**src/rtl/lr_pkg.sv**
```systemverilog
// Shared fixed-point constants, FSM states and sizing helpers
// for the linear-regression inference block (lr_predictor).
package lr_pkg;

  localparam int DW   = 16;
  localparam int FRAC = 10;

  localparam logic [DW-1:0] FX_ONE  = 16'h0400;
  localparam logic [DW-1:0] SAT_MAX = 16'h7FFF;
  localparam logic [DW-1:0] SAT_MIN = 16'h8000;

  typedef enum logic [1:0] {
    IDLE,
    MAC,
    DONE
  } state_t;

  // Wide enough to sum n full-width products without overflow.
  function automatic int acc_w(input int n);
    return 2 * DW + $clog2(n);
  endfunction

endpackage

```
**src/rtl/lr_mac_unit.sv**
```systemverilog
// Signed multiply-accumulate with clear/enable and a
// round-half-up, saturating Q5.10 output stage.
module lr_mac_unit
  import lr_pkg::*;
#(
  parameter int AW = 34
) (
  input  logic                 clk,
  input  logic                 rst_n,
  input  logic                 clr,
  input  logic                 en,
  input  logic signed [AW-1:0] clr_val,
  input  logic signed [DW-1:0] a,
  input  logic signed [DW-1:0] b,
  output logic        [DW-1:0] y_nxt,
  output logic                 sat_nxt
);

  logic signed [2*DW-1:0] prod;
  logic signed [AW-1:0]   acc;
  logic signed [AW-1:0]   acc_nxt;
  logic signed [AW-1:0]   rnd;
  logic signed [AW-1:0]   r;
  logic                   ovf;

  assign prod    = a * b;
  assign acc_nxt = acc + {{(AW-2*DW){prod[2*DW-1]}}, prod};

  always_ff @(posedge clk or negedge rst_n) begin
    if (!rst_n) begin
      acc <= '0;
    end else if (clr) begin
      acc <= clr_val;
    end else if (en) begin
      acc <= acc_nxt;
    end
  end

  // Output stage sees the sum including the product in flight,
  // so the result can be registered on the last MAC edge.
  assign rnd = acc_nxt + $signed(AW'(1 << (FRAC - 1)));
  assign r   = rnd >>> FRAC;

  assign ovf = (r[AW-1:DW-1] != '0) &&
               (r[AW-1:DW-1] != '1);

  assign sat_nxt = ovf;
  assign y_nxt   = !ovf      ? r[DW-1:0] :
                   r[AW-1]   ? SAT_MIN   : SAT_MAX;

endmodule

```
**src/rtl/lr_predictor.sv**
```systemverilog
// Sequential-MAC linear-regression predictor: y = sum(x*w) (+ b).
// Optional bias register enabled by defining LR_BIAS_EN.
module lr_predictor
  import lr_pkg::*;
#(
  parameter int N_FEAT = 4
`ifdef LR_BIAS_EN
  , localparam int AW = $clog2(N_FEAT + 1)
`else
  , localparam int AW = $clog2(N_FEAT)
`endif
) (
  input  logic                   CLK,
  input  logic                   RST_N,
  input  logic                   wt_we,
  input  logic [AW-1:0]          wt_addr,
  input  logic [DW-1:0]          wt_data,
  output logic                   wt_ready,
  input  logic                   in_valid,
  output logic                   in_ready,
  input  logic [N_FEAT*DW-1:0]   in_data,
  output logic                   out_valid,
  input  logic                   out_ready,
  output logic [DW-1:0]          out_y,
  output logic                   out_sat
);

  localparam int IW   = $clog2(N_FEAT);
  localparam int ACCW = acc_w(N_FEAT);

  state_t state;
  state_t state_nxt;

  logic [IW-1:0]          idx;
  logic signed [DW-1:0]   w [N_FEAT];
  logic [N_FEAT*DW-1:0]   x_q;
  logic signed [DW-1:0]   x_cur;
  logic signed [ACCW-1:0] acc_init;
  logic [DW-1:0]          y_nxt;
  logic                   sat_nxt;
  logic                   accept;
  logic                   last;
  logic                   mac_en;
  logic                   wt_ok;

  assign in_ready  = (state == IDLE);
  assign wt_ready  = (state == IDLE);
  assign out_valid = (state == DONE);

  assign accept = in_valid && in_ready;
  assign mac_en = (state == MAC);
  assign last   = mac_en && (idx == IW'(N_FEAT - 1));
  assign wt_ok  = wt_we && wt_ready &&
                  (32'(wt_addr) < N_FEAT);

  always_ff @(posedge CLK or negedge RST_N) begin
    if (!RST_N) begin
      state <= IDLE;
    end else begin
      state <= state_nxt;
    end
  end

  always_comb begin
    state_nxt = state;
    unique case (state)
      IDLE:    if (accept)    state_nxt = MAC;
      MAC:     if (last)      state_nxt = DONE;
      DONE:    if (out_ready) state_nxt = IDLE;
      default:                state_nxt = IDLE;
    endcase
  end

  always_ff @(posedge CLK or negedge RST_N) begin
    if (!RST_N) begin
      for (int i = 0; i < N_FEAT; i++) begin
        w[i] <= '0;
      end
    end else if (wt_ok) begin
      w[wt_addr[IW-1:0]] <= wt_data;
    end
  end

`ifdef LR_BIAS_EN
  logic signed [DW-1:0] bias;

  always_ff @(posedge CLK or negedge RST_N) begin
    if (!RST_N) begin
      bias <= '0;
    end else if (wt_we && wt_ready &&
                 32'(wt_addr) == N_FEAT) begin
      bias <= wt_data;
    end
  end

  assign acc_init = {{(ACCW-DW-FRAC){bias[DW-1]}},
                     bias, {FRAC{1'b0}}};
`else
  assign acc_init = '0;
`endif

  always_ff @(posedge CLK or negedge RST_N) begin
    if (!RST_N) begin
      x_q <= '0;
      idx <= '0;
    end else if (accept) begin
      x_q <= in_data;
      idx <= '0;
    end else if (mac_en) begin
      idx <= idx + 1'b1;
    end
  end

  assign x_cur = x_q[int'(idx)*DW +: DW];

  always_ff @(posedge CLK or negedge RST_N) begin
    if (!RST_N) begin
      out_y   <= '0;
      out_sat <= 1'b0;
    end else if (last) begin
      out_y   <= y_nxt;
      out_sat <= sat_nxt;
    end
  end

  lr_mac_unit #(
    .AW (ACCW)
  ) u_mac (
    .clk     (CLK),
    .rst_n   (RST_N),
    .clr     (accept),
    .en      (mac_en),
    .clr_val (acc_init),
    .a       (x_cur),
    .b       (w[idx]),
    .y_nxt   (y_nxt),
    .sat_nxt (sat_nxt)
  );

endmodule

```
**config.mk**
```make
export PLATFORM = sky130hd
export DESIGN_NAME = lr_predictor
export DESIGN_NICKNAME = d
export VERILOG_FILES = /design/src/rtl/lr_pkg.sv /design/src/rtl/lr_mac_unit.sv /design/src/rtl/lr_predictor.sv
export SDC_FILE = /design/constraint.sdc
export NUM_CORES = 1
export LEC_CHECK = 0
export CAP_MARGIN = 10
export CELL_PAD_IN_SITES_DETAIL_PLACEMENT = 1
export CELL_PAD_IN_SITES_GLOBAL_PLACEMENT = 2
export CORE_UTILIZATION = 44
export CTS_CLUSTER_DIAMETER = 80
export DETAILED_ROUTE_END_ITERATION = 12
export PLACE_DENSITY_LB_ADDON = 0.25
export SETUP_SLACK_MARGIN = 0.02
export SLEW_MARGIN = 5
export SYNTH_ARGS = -nofsm -noshare
export SYNTH_HDL_FRONTEND = slang
export SYNTH_SLANG_ARGS = --single-unit
```
**constraint.sdc**
```tcl
create_clock -name CLK -period 21.6 [get_ports CLK]
set_input_delay 2.16 -clock CLK [delete_from_list [all_inputs] [get_ports CLK]]
set_output_delay 2.16 -clock CLK [all_outputs]
set_load 0.02 [all_outputs]
```
# Word level (Yosys, flattened, before mapping)
# Index checks and enable logic that the tools add are counted.
dict set report totals {
  regBits 183
  input_bits 87
  out_inout_bits 20
  word_cells 52
}
dict set report op_classes {
  addsub 3
  mul 1
  n_lt_le_gt_ge 3
  eq_ne 7
  shift 1
  muxes 16
  bitwise_logic 2
  reduce_logical 9
}
# cell count
set op_table {}
lappend op_table {{2-to-1 mux 16 bit} 5}
lappend op_table {{2-to-1 mux 34 bit} 2}
lappend op_table {{bitwise mux 64 bit} 1}
lappend op_table {{variable part select 64 x 7 -> 16 bit} 1}
lappend op_table {{adder 34 x 11 -> 34 bit, second input constant} 1}
lappend op_table {{adder 34 bit} 1}
lappend op_table {{binary-select mux 16 bit (select 2 bit)} 1}
lappend op_table {{demux 16 bit (select 2 bit)} 1}
lappend op_table {{multiplier 16 x 16 -> 32 bit} 1}
lappend op_table {{!= test 19 bit, second input constant} 1}
lappend op_table {{nonzero test 19 bit} 1}
lappend op_table {{2-to-1 mux 2 bit} 5}
lappend op_table {{>= comparator 3 bit, second input constant} 2}
lappend op_table {{NOT 2 -> 3 bit} 2}
lappend op_table {{case mux 2 bit (3 select lines)} 1}
lappend op_table {{logical AND 1 bit} 5}
lappend op_table {{equality test 2 bit, second input constant} 2}
lappend op_table {{!= test 2 x 1 -> 1 bit, second input constant} 2}
lappend op_table {{less-than comparator 3 x 1 -> 1 bit, second input constant} 1}
lappend op_table {{AND reduction 3 bit} 1}
lappend op_table {{adder 2 x 1 -> 2 bit, second input constant} 1}
lappend op_table {{equality test 2 x 1 -> 1 bit, second input constant} 1}
lappend op_table {{logical NOT 2 bit} 1}
lappend op_table {{!= test 2 bit, second input constant} 1}
lappend op_table {{nonzero test 2 bit} 1}

# Longest topological paths before layout
dict set report depth {
  ltp_word 10
  mapped_depth 48
  mapped_depth_nobuf 43
}

# By module
# A second synthesis with hierarchy kept.
dict set report hier_totals {
  hier_cells 2036
  area_unflattened_um2 20797.4
}
# mod n_inst cells_per_inst area_per_inst_um2 seq_area_each_um2
set modules_own_cells {}
lappend modules_own_cells {lr_mac_unit 1 1667 14383.8 850.8}
lappend modules_own_cells {lr_predictor 1 369 6413.7 3728.6}

# Least setup slack after synthesis
# Ideal clock, no wire load.
dict set report synth_path {
  path_type {reg-to-reg}
  from {reg idx[0]}
  to {reg out_y[11]}
  t_arrival_ns 10.757
  t_required_ns 21.474
  setup_slack_ns 10.717
  stages_incl_launch_ff 44
  path_buffers 6
  path_cell_list {dfrtp_1 -> clkbuf_1 -> clkbuf_1 -> clkbuf_1 -> mux2i_1 -> nand2_1 -> o21ai_1 -> clkbuf_1 -> nor2_1 -> fa_1 -> inv_1 -> fa_1 -> fa_1 -> fa_1 -> inv_1 -> fa_1 -> inv_1 -> fa_1 -> (+8 left out) -> a21o_1 -> a21oi_1 -> xnor2_1 -> ha_1 -> clkbuf_1 -> a21oi_1 -> o31ai_1 -> nor3_1 -> a211o_1 -> nor3_1 -> nand3_1 -> nor4b_1 -> nand4_1 -> xor2_1 -> nor2_1 -> a41o_1 -> buf_2 -> a221o_1}
}
dict set report synth_via {
  elab_chain_cells 10
  word_cells_on_any_way 15
}
# item line_no
set synth_lines {}
lappend synth_lines {{start, declared} lr_predictor.sv:34} ;# logic [IW-1:0] idx;
lappend synth_lines {{start signal, assigned} lr_predictor.sv:110} ;# idx <= idx + 1'b1;
lappend synth_lines {{branches (longest 10 deep; another with adder 34 bit)} -}
lappend synth_lines {{end signal, assigned} lr_predictor.sv:121} ;# out_y <= y_nxt;
lappend synth_lines {{end, declared} lr_predictor.sv:24} ;# output logic [DW-1:0] out_y,
# Parallel ways; which one is timed is not known. The select of a mux whose other input is x is not followed.
# A chain may end at the register's enable or synchronous reset.

# Worst setup path after layout
dict set report layout_path {
  from {reg idx[0]}
  to {reg out_y[8]}
}
# The elaborated chain is that of the path after synthesis.

==> metrics.csv <==
metric;value;unit
cts_htree_levels;4;
layout-drive-gt1-share;11.2;%
crit_path_start_kind;flip-flop;
detail-route-antenna-nets;0;
drv_cap;0;
cts-resized-gates;0;
yosysTopAreaCell;sky130_fd_sc_hd__fa_1;
grt_start_max_net_pins;105;
share_of_the_clock_period_used_by_the_worst_path_after_layout;59.6;%
synth.most_common_cell;sky130_fd_sc_hd__inv_1;
clockRootBuffer;sky130_fd_sc_hd__clkbuf_16;
path_clk_slew;0.08;ns
grt_usage;24.8;%
synthesis.yosys.warnings;0;
min-delay-path-class;flip-flop to flip-flop;
timing_max_transition_violations_final;0;
worst_ep_arrival_time;13.31;ns
worst_clock_skew;0.0164;ns
place.port_buffers;106;
critical-path-top-cell-by-count;sky130_fd_sc_hd__fa_1;
grt_pass1_vias;16636;
tritoncts.num_buffers;17;
grt_overflow_total;0;
routabilityCongestion;0.865;
floorplan.io_pins;107;
first_pass_grt_wire_length;89.4;mm
dieHeight;216;um
worst_slew_pin_slew;1.29;ns
initial_utilization;44.6;%
cts_tree;yes;
postCtsHoldBufs;0;
core-area;45300;sq um
antenna_cells_inserted;0;
synth.cell_area;20200;sq um
yosys_register_bits;183;
synth_cell_types;75;
syn_to_final_growth;11.3;%
synth_nets;2542;
synth.yosys.seq_area_share;22.7;%
ys_top_cells_by_area;sky130_fd_sc_hd__fa_1 (26%), sky130_fd_sc_hd__dfrtp_1 (23%), sky130_fd_sc_hd__mux2_2 (8.6%);
grt_setup_unrepaired;no;
clk_path_buf_depth;2;
timing.setup.critical_path_class;flip-flop to flip-flop;
post_drt_wl_per_cell;19.9;um
critical-path-slowest-cell;sky130_fd_sc_hd__o21ai_1;
max-slew-margin-rel;13.4;%
setup_viol_count_final;0;
vias;14914;
detailedPlacementHpwl;43.6;mm
synthCells;2073;
grt_antenna_before_repair;1;
top_area_cell_type_share_of_the_netlist_area;26.1;%
die_area;46700;sq um
floorplan.rows;78;
fmax;77.7;MHz
synth-main-ff-cell;sky130_fd_sc_hd__dfrtp_1;
timing.critical_path.fanout_max;31;
critical_path.max_stage_delay;0.98;ns
number_of_enable_flip_flop_cells_after_synthesis;0;
route.detailed.drc;0;
die_x;216;um
fin_crit;12.87;ns
timing.final.hold_violations;0;
worstPathRequired;22.04;ns
totalNegativeSetupSlack;0;ns
synth_async_sr_flop_share;100;%
fill_cells;5111;
drt_pass1_iterations;5;
synth_area_per_cell;9.73;sq um
outcome;finished, final reports clean;
clk-insertion-delay-late;0.51;ns
net_count_reported_at_finish;2608;
vias_per_cell;5.42;
synth.cells.most_frequent;sky130_fd_sc_hd__inv_1 (328), sky130_fd_sc_hd__fa_1 (263), sky130_fd_sc_hd__nand2_1 (197);
worst_setup_path_end_kind;flip-flop;
post_cts_buffers;0;
cts_num_sinks;183;
drt-total-wl;54.7;mm
drtIter0Drc;545;
[layout by cell type, fill, tap and decap left out, types with 7 or more instances in the layout]
cell                              instances
sky130_fd_sc_hd__nand2b_1                14
sky130_fd_sc_hd__nor2b_1                 14
sky130_fd_sc_hd__ha_1                   119
sky130_fd_sc_hd__inv_1                  328
sky130_fd_sc_hd__a211oi_1                 7
sky130_fd_sc_hd__o21ai_0                 71
sky130_fd_sc_hd__mux2_2                 155
sky130_fd_sc_hd__and3_1                  13
sky130_fd_sc_hd__dfrtp_1                181
sky130_fd_sc_hd__xnor2_1                 53
sky130_fd_sc_hd__o21bai_1                 8
sky130_fd_sc_hd__fa_1                   263
sky130_fd_sc_hd__buf_4                   18
sky130_fd_sc_hd__o21a_1                  29
sky130_fd_sc_hd__a221o_1                 15
sky130_fd_sc_hd__o21ai_1                 25
sky130_fd_sc_hd__nor3_1                  20
sky130_fd_sc_hd__mux4_2                   7
sky130_fd_sc_hd__clkbuf_16               17
sky130_fd_sc_hd__nor2_1                 163
sky130_fd_sc_hd__nand3_1                 50
sky130_fd_sc_hd__a21oi_1                 52
sky130_fd_sc_hd__and2_1                  24
sky130_fd_sc_hd__mux2i_1                 26
sky130_fd_sc_hd__a31oi_1                  8
sky130_fd_sc_hd__nand2_1                196
sky130_fd_sc_hd__clkdlybuf4s50_1        105
sky130_fd_sc_hd__or3_1                    8
sky130_fd_sc_hd__xor2_1                  19
sky130_fd_sc_hd__o31ai_1                  9
sky130_fd_sc_hd__a21o_1                  29
sky130_fd_sc_hd__nand4_1                 10
[routing by layer]
| metal | GRT usage [%] | wire (um) | up-vias |
|---|---|---|---|
| met1 | 33.2 | 24500 | 7757 |
| li1 | - | - | 6880 |
| met5 | 0 | 0 | - |
| met4 | 7.46 | 1180 | 0 |
| met3 | 3.54 | 1770 | 63 |
| met2 | 41.6 | 27200 | 214 |
[worst max-delay path, delay by kind of cell, from the launching register on]
family | cells | cell delay [ns]
buf+inv | 5 | 0.75
xor+xnor | 2 | 0.35
simple gates | 9 | 2.09
fa+ha+maj | 8 | 3.77
mux | 1 | 0.40
flops | 1 | 0.88
compound gates | 13 | 4.50
[layout make-up]
type / instances / area, sq um / share of cell area [%]
Inverter: 328 / 1230 / 5.48
Clock inverter: 15 / 191 / 0.852
Clock buffer: 17 / 425 / 1.89
Timing Repair Buffer: 124 / 1200 / 5.34
Multi-Input combinational cell: 1485 / 14100 / 62.7
Sequential cell: 183 / 4580 / 20.4
Tap cell: 600 / 751 / 3.34
[cells by family after synthesis]
kind of cell	share of synthesized area [%]
adders and majority gates	33.5
AOI/OAI and AO/OA	9.63
muxes	10.7
xor gates and xnor gates	3.24
DFF	22.7
and+or+nand+nor	12.5
buffers and inverters	7.72
[through the flow]
step	worst slack (ns)	cell area, sq um	instances	hold slack (ns)	utilization, %
after CTS	8.83	22500	2752	0.507	49.6
after floorplan	10.72	20200	2073	0.458	-
after global placement	9.25	21800	2720	0.481	48.2
after detailed placement	8.87	21800	2720	0.488	48.2
final	8.73	22500	2752	0.506	49.6
after global routing	7.83	22500	2752	0.521	49.6
[state kept, by name, indices dropped and copies added (netlist names)]
signal,cells
idx,2
out_sat,1
out_y,16
state,2
u_mac.acc,34
w,64
x_q,64
[worst paths after layout]
check / slack [ns] / startpoint / depth (start not counted) / to
setup / recovery: 8.73 / idx[0] / 38 / out_y[8]
hold / removal: 0.51 / w[49] / 1 / w[49]
setup reg to reg: 8.73 / idx[0] / 38 / out_y[8]
hold reg to reg: 0.51 / w[49] / 1 / w[49]
max in group asynchronous: 18.24 / RST_N / 2 / idx[0]
min in group asynchronous: 1.75 / RST_N / 1 / w[25]
Power is left out: the tool's default activity adds up to more than one toggle a clock period on the data nets, which glitch-free logic cannot reach.
